`src/rtl/gray_to_binary.sv`:
```
// Registered Gray-to-binary converter with an optional adjacency checker.
// Optional feature macro: GRAY_TO_BINARY_STEP_CHECK_EN (enables step_err history check).
module gray_to_binary #(
    parameter int WIDTH = 8
) (
    input  logic             clk,
    input  logic             rst,
    input  logic             in_valid,
    input  logic [WIDTH-1:0] gray,
    output logic             out_valid,
    output logic [WIDTH-1:0] binary,
    output logic             step_err
);

    logic [WIDTH-1:0] bin_c;

    // Each binary bit is the XOR of all gray bits at or above it.
    always_comb begin
        bin_c = '0;
        for (int i = 0; i < WIDTH; i++) begin
            bin_c[i] = ^(gray >> i);
        end
    end

    always_ff @(posedge clk) begin
        if (rst) begin
            out_valid <= 1'b0;
            binary    <= '0;
        end else begin
            out_valid <= in_valid;
            if (in_valid) begin
                binary <= bin_c;
            end
        end
    end

`ifdef GRAY_TO_BINARY_STEP_CHECK_EN
    logic [WIDTH-1:0] prev_gray;
    logic             have_prev;
    logic             multi_bit;

    always_comb begin
        multi_bit = ($countones(gray ^ prev_gray) > 1);
    end

    // The first accepted word after reset has no predecessor to compare against.
    always_ff @(posedge clk) begin
        if (rst) begin
            prev_gray <= '0;
            have_prev <= 1'b0;
            step_err  <= 1'b0;
        end else if (in_valid) begin
            prev_gray <= gray;
            have_prev <= 1'b1;
            step_err  <= have_prev & multi_bit;
        end
    end
`else
    assign step_err = 1'b0;
`endif

endmodule

```
`config.mk`:
```
export PLATFORM = sky130hd
export DESIGN_NAME = gray_to_binary
export DESIGN_NICKNAME = d
export VERILOG_FILES = /design/src/rtl/gray_to_binary.sv
export SDC_FILE = /design/constraint.sdc
export NUM_CORES = 1
export LEC_CHECK = 0
export ABC_AREA = 1
export CAP_MARGIN = 20
export CORE_MARGIN = 3
export CORE_UTILIZATION = 44
export DETAILED_ROUTE_END_ITERATION = 8
export MAX_ROUTING_LAYER = met4
export PLACE_DENSITY = 0.76
export SETUP_SLACK_MARGIN = 0.1
export SLEW_MARGIN = 10
export SYNTH_ARGS = -nofsm -noshare
export SYNTH_HDL_FRONTEND = slang
export SYNTH_SLANG_ARGS = --single-unit
```
`constraint.sdc`:
```
create_clock -name clk -period 1.1 [get_ports clk]
set_input_delay 0.275 -clock clk [delete_from_list [all_inputs] [get_ports clk]]
set_output_delay 0.275 -clock clk [all_outputs]
set_load 0.02 [all_outputs]
```
==> metrics.md, run 1 <==
| Metric | Value |
|---|---|
| Final hold vios | `0` |
| Vias in the first global route | `576` |
| Hold depth | `2` |
| DRC | `0` |
| Root Driver | `clkbuf_4` |
| DIE HEIGHT | `44.9 um` |
| Max Fclk | `1.02 GHz` |
| Core area | `1370 sq um` |
| Total Routing Usage GR | `15.4%` |
| Area grow syn2layout | `39.7%` |
| Worst-path cell chain | `buf_6` |
| Site Rows | `13` |
| Synth Cell Area | `666 sq um` |
| Final GP Congestion | `0.796` |
| Die area | `2020 sq um` |
| Busiest grt layer | `met2` |
| Worst clock skew | `0 ps` |
| DPL Wire Length | `1170 um` |
| First-pass GRT wire length | `2240 um` |
| Total CTS buffers | `3` |
| Fin nets | `165` |
| Crit-path slowest cell | `dfxtp_2` |
| Library cells used by synthesis | `15` |
| GRT met1 Usage | `18.2%` |
| Sequential cell area | `190 sq um` |
| Worst Hold Path EP | `out_valid` |
| Layout cells sized above 1 | `33.3%` |
| Ranking of synthesized cells by area | `nand2_1 34%, dfxtp_1 27%, nor2_1 9.0%` |
| Number of fill cells | `140` |
| Final worst slack | `118 ps` |
| Pins Over Slew Limit | `0` |
| Initial antenna violation count | `0` |
| CTS Sinks | `9` |
| CP top delay family | `flip-flops` |
| Commonest non-fill, non-tap cell in the layout | `nand2_1` |
| Vias per cell | `4.50` |
| Total grt overflow | `0` |
| Vias | `756` |
| FF+latch count, synth | `9` |
| Aggregate routed wire length | `1450 um` |
| Chip Width | `44.9 um` |
| Maximum VDD drop | `418 uV` |
| Clk Latency, worst-skew pair | `260 ps` |
| Crit end category | `output port` |
| Hold path startpoint | `rst` |
| H-tree Lvls | `1` |
| Critical Path Max Stage Delay | `330 ps` |
| Max Cap Viol | `0` |
| Place WS | `-455 ps` |
| I/O Pins | `21` |
| Syn. warnings | `0` |
| Critical Path RT | `820 ps` |
| Startpoint Class | `register` |
| HP Class | `in -> reg` |
| WS Path Type | `reg -> out` |
| RSZ-0062 raised after global routing | `true` |
| Drt pass-1 iters | `4` |
| Crit Path Max Fanout | `2` |
| CTS tree | `yes` |
| Largest net degree at the start of global routing | `10` |
| Max Root-Sink Buffers | `2` |
| Crit path time final | `982 ps` |
| Placed inst area | `913 sq um` |
| Multi-input gate area | `392 sq um` |
| Static Leak | `0.587 nW` |
| Worst Path Buf+Inv | `1` |
| Worst R2R Setup Slack | `300 ps` |
| Commonest non-fill, non-tap cells in the layout | `61 x nand2_1, 16 x nor2_1, 11 x buf_4, 9 x inv_1` |
| Synth area leader | `nand2_1` |
| WL per Instance | `8.62 um` |
| Clock transition at path regs | `70 ps` |
| Status | `finished clean` |
| Tcrit/Tclk final | `89.2%` |
| Mapped Cells | `123` |
| Syn_nets | `134` |
| Post-route cell area | `930 sq um` |
| R2R Path End | `binary[4]` |
| Share of the synthesized area in the top cell type | `34.4%` |
| M2 GR Usage | `25.5%` |
| Met3 Use GR | `2.39%` |
| Number of nets with antenna violations after routing | `0` |
| Post-synthesis sequential area ratio | `27.1%` |
| Starting density of the core | `48.7%` |
| CTS Hold Bufs | `0` |
| Mean Syn Cell Area | `5.41 sq um` |
| R2r worst-path depth | `5` |
| Input/output buffers | `19` |
| Ant. Diodes | `0` |
| Final setup violation count | `0` |
| DRT iter0 DRCs | `12` |
| CP arrival | `710 ps` |
| RR Startpoint | `binary[4]` |
| Pwr per Cell Area | `1030 nW/um^2` |
[worst max path at each step]
stage | depth (start not counted) | to | slack (ps) | from
floorplan | 10 | binary[0] | 170 | gray[6]
global placement | 10 | binary[1] | -420 | gray[5]
detailed placement | 10 | binary[1] | -450 | gray[5]
CTS | 1 | binary[1] | 70 | binary[1]
global route | 1 | binary[5] | 90 | binary[5]
finish | 1 | binary[0] | 120 | binary[0]
[through the flow]
| step | total power [mW] | util (%) | std cells | hold WS [ps] | TNS, ps |
|---|---|---|---|---|---|
| 2_1_floorplan | 0.565 | - | 123 | 431 | 0 |
| 3_3_place_gp | 0.699 | 66.8 | 163 | 479 | -3870 |
| 3_5_place_dp | 0.706 | 66.8 | 163 | 481 | -4040 |
| 4_1_cts | 0.943 | 67.8 | 167 | 491 | 0 |
| 5_1_grt | 1.02 | 68.0 | 168 | 408 | 0 |
| 6_report | 0.959 | 68.0 | 168 | 390 | 0 |
[area by class of cell]
cell class | count | share of cell area [%]
Clock buffer | 4 | 2.83
Inverter | 17 | 7.00
Multi-Input combinational cell | 94 | 42.1
Sequential cell | 9 | 20.5
Tap cell | 15 | 2.02
Timing Repair Buffer | 29 | 25.6
[sequential cells by signal, indices dropped and copies added (netlist names)]
| signal | cells |
|---|---|
| out_valid | 1 |
| binary | 8 |
[per-layer routing]
| metal | share of wire [%] | vias up |
|---|---|---|
| li1 | - | 422 |
| met1 | 45 | 317 |
| met2 | 50 | 15 |
| met3 | 4.1 | 2 |
| met4 | 1.1 | 0 |
| met5 | 0 | - |
[cells in the mapped netlist, drive strengths merged]
master	number
nand2	66
buf	2
clkinv	1
nand3	7
clkbuf	1
conb	1
a211oi	1
dfxtp	9
nor2	16
o21ai	3
inv	16
[where the power goes]
part	leakage, nW	total (mW)	internal [mW]	switching (mW)
Sequential	0.0772	0.371	0.355	0.0154
Combinational	0.494	0.329	0.147	0.182
Clock	0.0150	0.259	0.140	0.119
Total	0.587	0.959	0.642	0.316
[timing repair]
action | CTS | global route
buffers inserted | 0 | 1
hold endpoints to repair | 0 | 0
gates cloned | 0 | 0
setup endpoints to repair | 17 | 15
resized for setup | 66 | 22
pin swaps | 1 | 0
[logic make-up after synthesis]
logic type,after synthesis,share of synthesized area [%]
AOI/OAI and AO/OA,4,3.38
buffers and inverters,20,14.1
DFF,9,27.1
other,1,0.563
and+or+nand+nor,89,54.9
Power figures use the tool's default switching activity.
==> run 2, diff against run 1 <==
--- a/config.mk
+++ b/config.mk
@@ -10,7 +10,6 @@
 export CORE_MARGIN = 3
 export CORE_UTILIZATION = 44
 export DETAILED_ROUTE_END_ITERATION = 8
-export MAX_ROUTING_LAYER = met4
 export PLACE_DENSITY = 0.76
 export SETUP_SLACK_MARGIN = 0.1
 export SLEW_MARGIN = 10
==> run 2 against run 1 <==
  * Die area unchanged
  * Sequential cell count unchanged
  * Cell count unchanged
  * Critical endpoint unchanged
  * Largest cell class unchanged
  * Sequential power about the same
  * Final area did not move
  * Clock power about the same
  * Critical path depth unchanged
  * Total power barely moved
  * Wire length barely moved
  * Hold slack barely moved
  * Clock-buffer cell count did not move
==> metrics.md, run 2 (synthesis gave the netlist of run 1 again) <==
| Metric | Value |
|---|---|
| Status | `finished clean` |
| Critical Path Max Stage Delay | `330 ps` |
| Critical Path RT | `820 ps` |
| Input/output buffers | `19` |
| I/O Pins | `21` |
| HP Class | `in -> reg` |
| Layout cells sized above 1 | `33.3%` |
| Area grow syn2layout | `39.7%` |
| Site Rows | `13` |
| DIE HEIGHT | `44.9 um` |
| P_sw | `0.316 mW` |
| Hold depth | `2` |
| Number of nets with antenna violations after routing | `0` |
| Clock transition at path regs | `70 ps` |
| CP arrival | `710 ps` |
| Max Cap Viol | `0` |
| Utilization after layout | `68.0%` |
| Aggregate routed wire length | `1450 um` |
| RSZ-0062 raised after global routing | `true` |
| Static Leak | `0.587 nW` |
| Largest net degree at the start of global routing | `10` |
| Starting density of the core | `48.7%` |
| Final hold vios | `0` |
| Worst-path cell chain | `buf_6` |
| Fin nets | `165` |
| Chip Width | `44.9 um` |
| Max Root-Sink Buffers | `2` |
| Number of fill cells | `140` |
| Commonest non-fill, non-tap cells in the layout | `61 x nand2_1, 16 x nor2_1, 11 x buf_4, 9 x inv_1` |
| Clk Latency, worst-skew pair | `260 ps` |
| Worst Path Buf+Inv | `1` |
| Worst R2R Setup Slack | `300 ps` |
| Comb power frac | `34.3%` |
| Largest register FFs | `8` |
| R2R Path End | `binary[4]` |
| First-pass GRT wire length | `2240 um` |
| Startpoint Class | `register` |
| Pwr per Cell Area | `1030 nW/um^2` |
| Ant. Diodes | `0` |
| Tcrit/Tclk final | `89.2%` |
| WL per Instance | `8.61 um` |
| Root Driver | `clkbuf_4` |
| Final GP Congestion | `0.785` |
| R2r worst-path depth | `5` |
| Crit end category | `output port` |
| Core area | `1370 sq um` |
| CTS tree | `yes` |
| Sw frac | `33.0%` |
| DPL Wire Length | `1170 um` |
| Clock Power Share | `27.0%` |
| Largest regs | `binary (8), out_valid (1)` |
| Die area | `2020 sq um` |
| CP top delay family | `flip-flops` |
| Commonest non-fill, non-tap cell in the layout | `nand2_1` |
| Crit path time final | `982 ps` |
| Vias in the first global route | `575` |
| Total CTS buffers | `3` |
| Crit-path slowest cell | `dfxtp_2` |
| RR Startpoint | `binary[4]` |
| Reg power frac | `38.7%` |
| Biggest register | `binary` |
| DRT iter0 DRCs | `11` |
| WHS | `390 ps` |
| DRC | `0` |
| Pins Over Slew Limit | `0` |
| Total Routing Usage GR | `14.9%` |
| Vias per cell | `4.48` |
| Crit Path Max Fanout | `2` |
| Initial antenna violation count | `0` |
| Vias | `752` |
| H-tree Lvls | `1` |
| Final setup violation count | `0` |
| P_int | `0.642 mW` |
| Hold path startpoint | `rst` |
| WS Path Type | `reg -> out` |
| Drt pass-1 iters | `4` |
| Worst Hold Path EP | `out_valid` |
| CTS Sinks | `9` |
| Total grt overflow | `0` |
| Maximum VDD drop | `418 uV` |
| Max Fclk | `1.02 GHz` |
| Worst clock skew | `0 ps` |
==> run 2: cell counts in the layout (fill, tap and decap cells not counted) <==
Identical to the previous run, type by type.
==> run 2: power groups by stage <==
stage	Sequential (mW)	Clock, mW	Combinational, mW
after floorplan	0.400	0	0.165
after global placement	0.368	0	0.331
after detailed placement	0.369	0	0.337
after CTS	0.365	0.254	0.324
after global routing	0.373	0.279	0.367
final	0.371	0.259	0.329
==> run 2: final cells by class <==
type | count | area (sq um) | share of cell area (%)
Timing Repair Buffer | 29 | 238 | 25.6
Clock buffer | 4 | 26.3 | 2.83
Sequential cell | 9 | 190 | 20.5
Inverter | 17 | 65.1 | 7.00
Multi-Input combinational cell | 94 | 392 | 42.1
Tap cell | 15 | 18.8 | 2.02
==> run 2: metal layers <==
layer / part of all wire [%] / up-vias / wire (um) / global-route usage, %
li1: - / 422 / - / -
met5: 0 / - / 0 / 0
met4: 1.1 / 0 / 16 / 7.02
met2: 50 / 15 / 718 / 25.5
met1: 45 / 313 / 651 / 18.2
met3: 4.2 / 2 / 61 / 2.39
==> run 2: how the worst max path moves through the flow <==
stage | startpoint | endpoint | slack [ps] | depth (start not counted)
floorplan | gray[6] | binary[0] | 170 | 10
global placement | gray[5] | binary[1] | -420 | 10
detailed placement | gray[5] | binary[1] | -450 | 10
CTS | binary[1] | binary[1] | 70 | 1
global route | binary[5] | binary[5] | 90 | 1
finish | binary[0] | binary[0] | 120 | 1
==> run 2: stage by stage <==
| step | cell area [sq um] | setup TNS (ps) | setup WS [ps] | cells | total power [mW] |
|---|---|---|---|---|---|
| floorplan | 666 | 0 | 175 | 123 | 0.565 |
| global placement | 913 | -3870 | -420 | 163 | 0.699 |
| detailed placement | 913 | -4040 | -455 | 163 | 0.706 |
| CTS | 926 | 0 | 65.3 | 167 | 0.943 |
| global route | 930 | 0 | 89.1 | 168 | 1.02 |
| finish | 930 | 0 | 118 | 168 | 0.959 |
==> run 2: timing repair <==
item,4_1_cts,5_1_grt
pin swaps,1,0
endpoints found under the setup margin,17,15
setup buffers,0,1
resized for setup,66,22
hold buffers,0,0
hold endpoints to repair,0,0
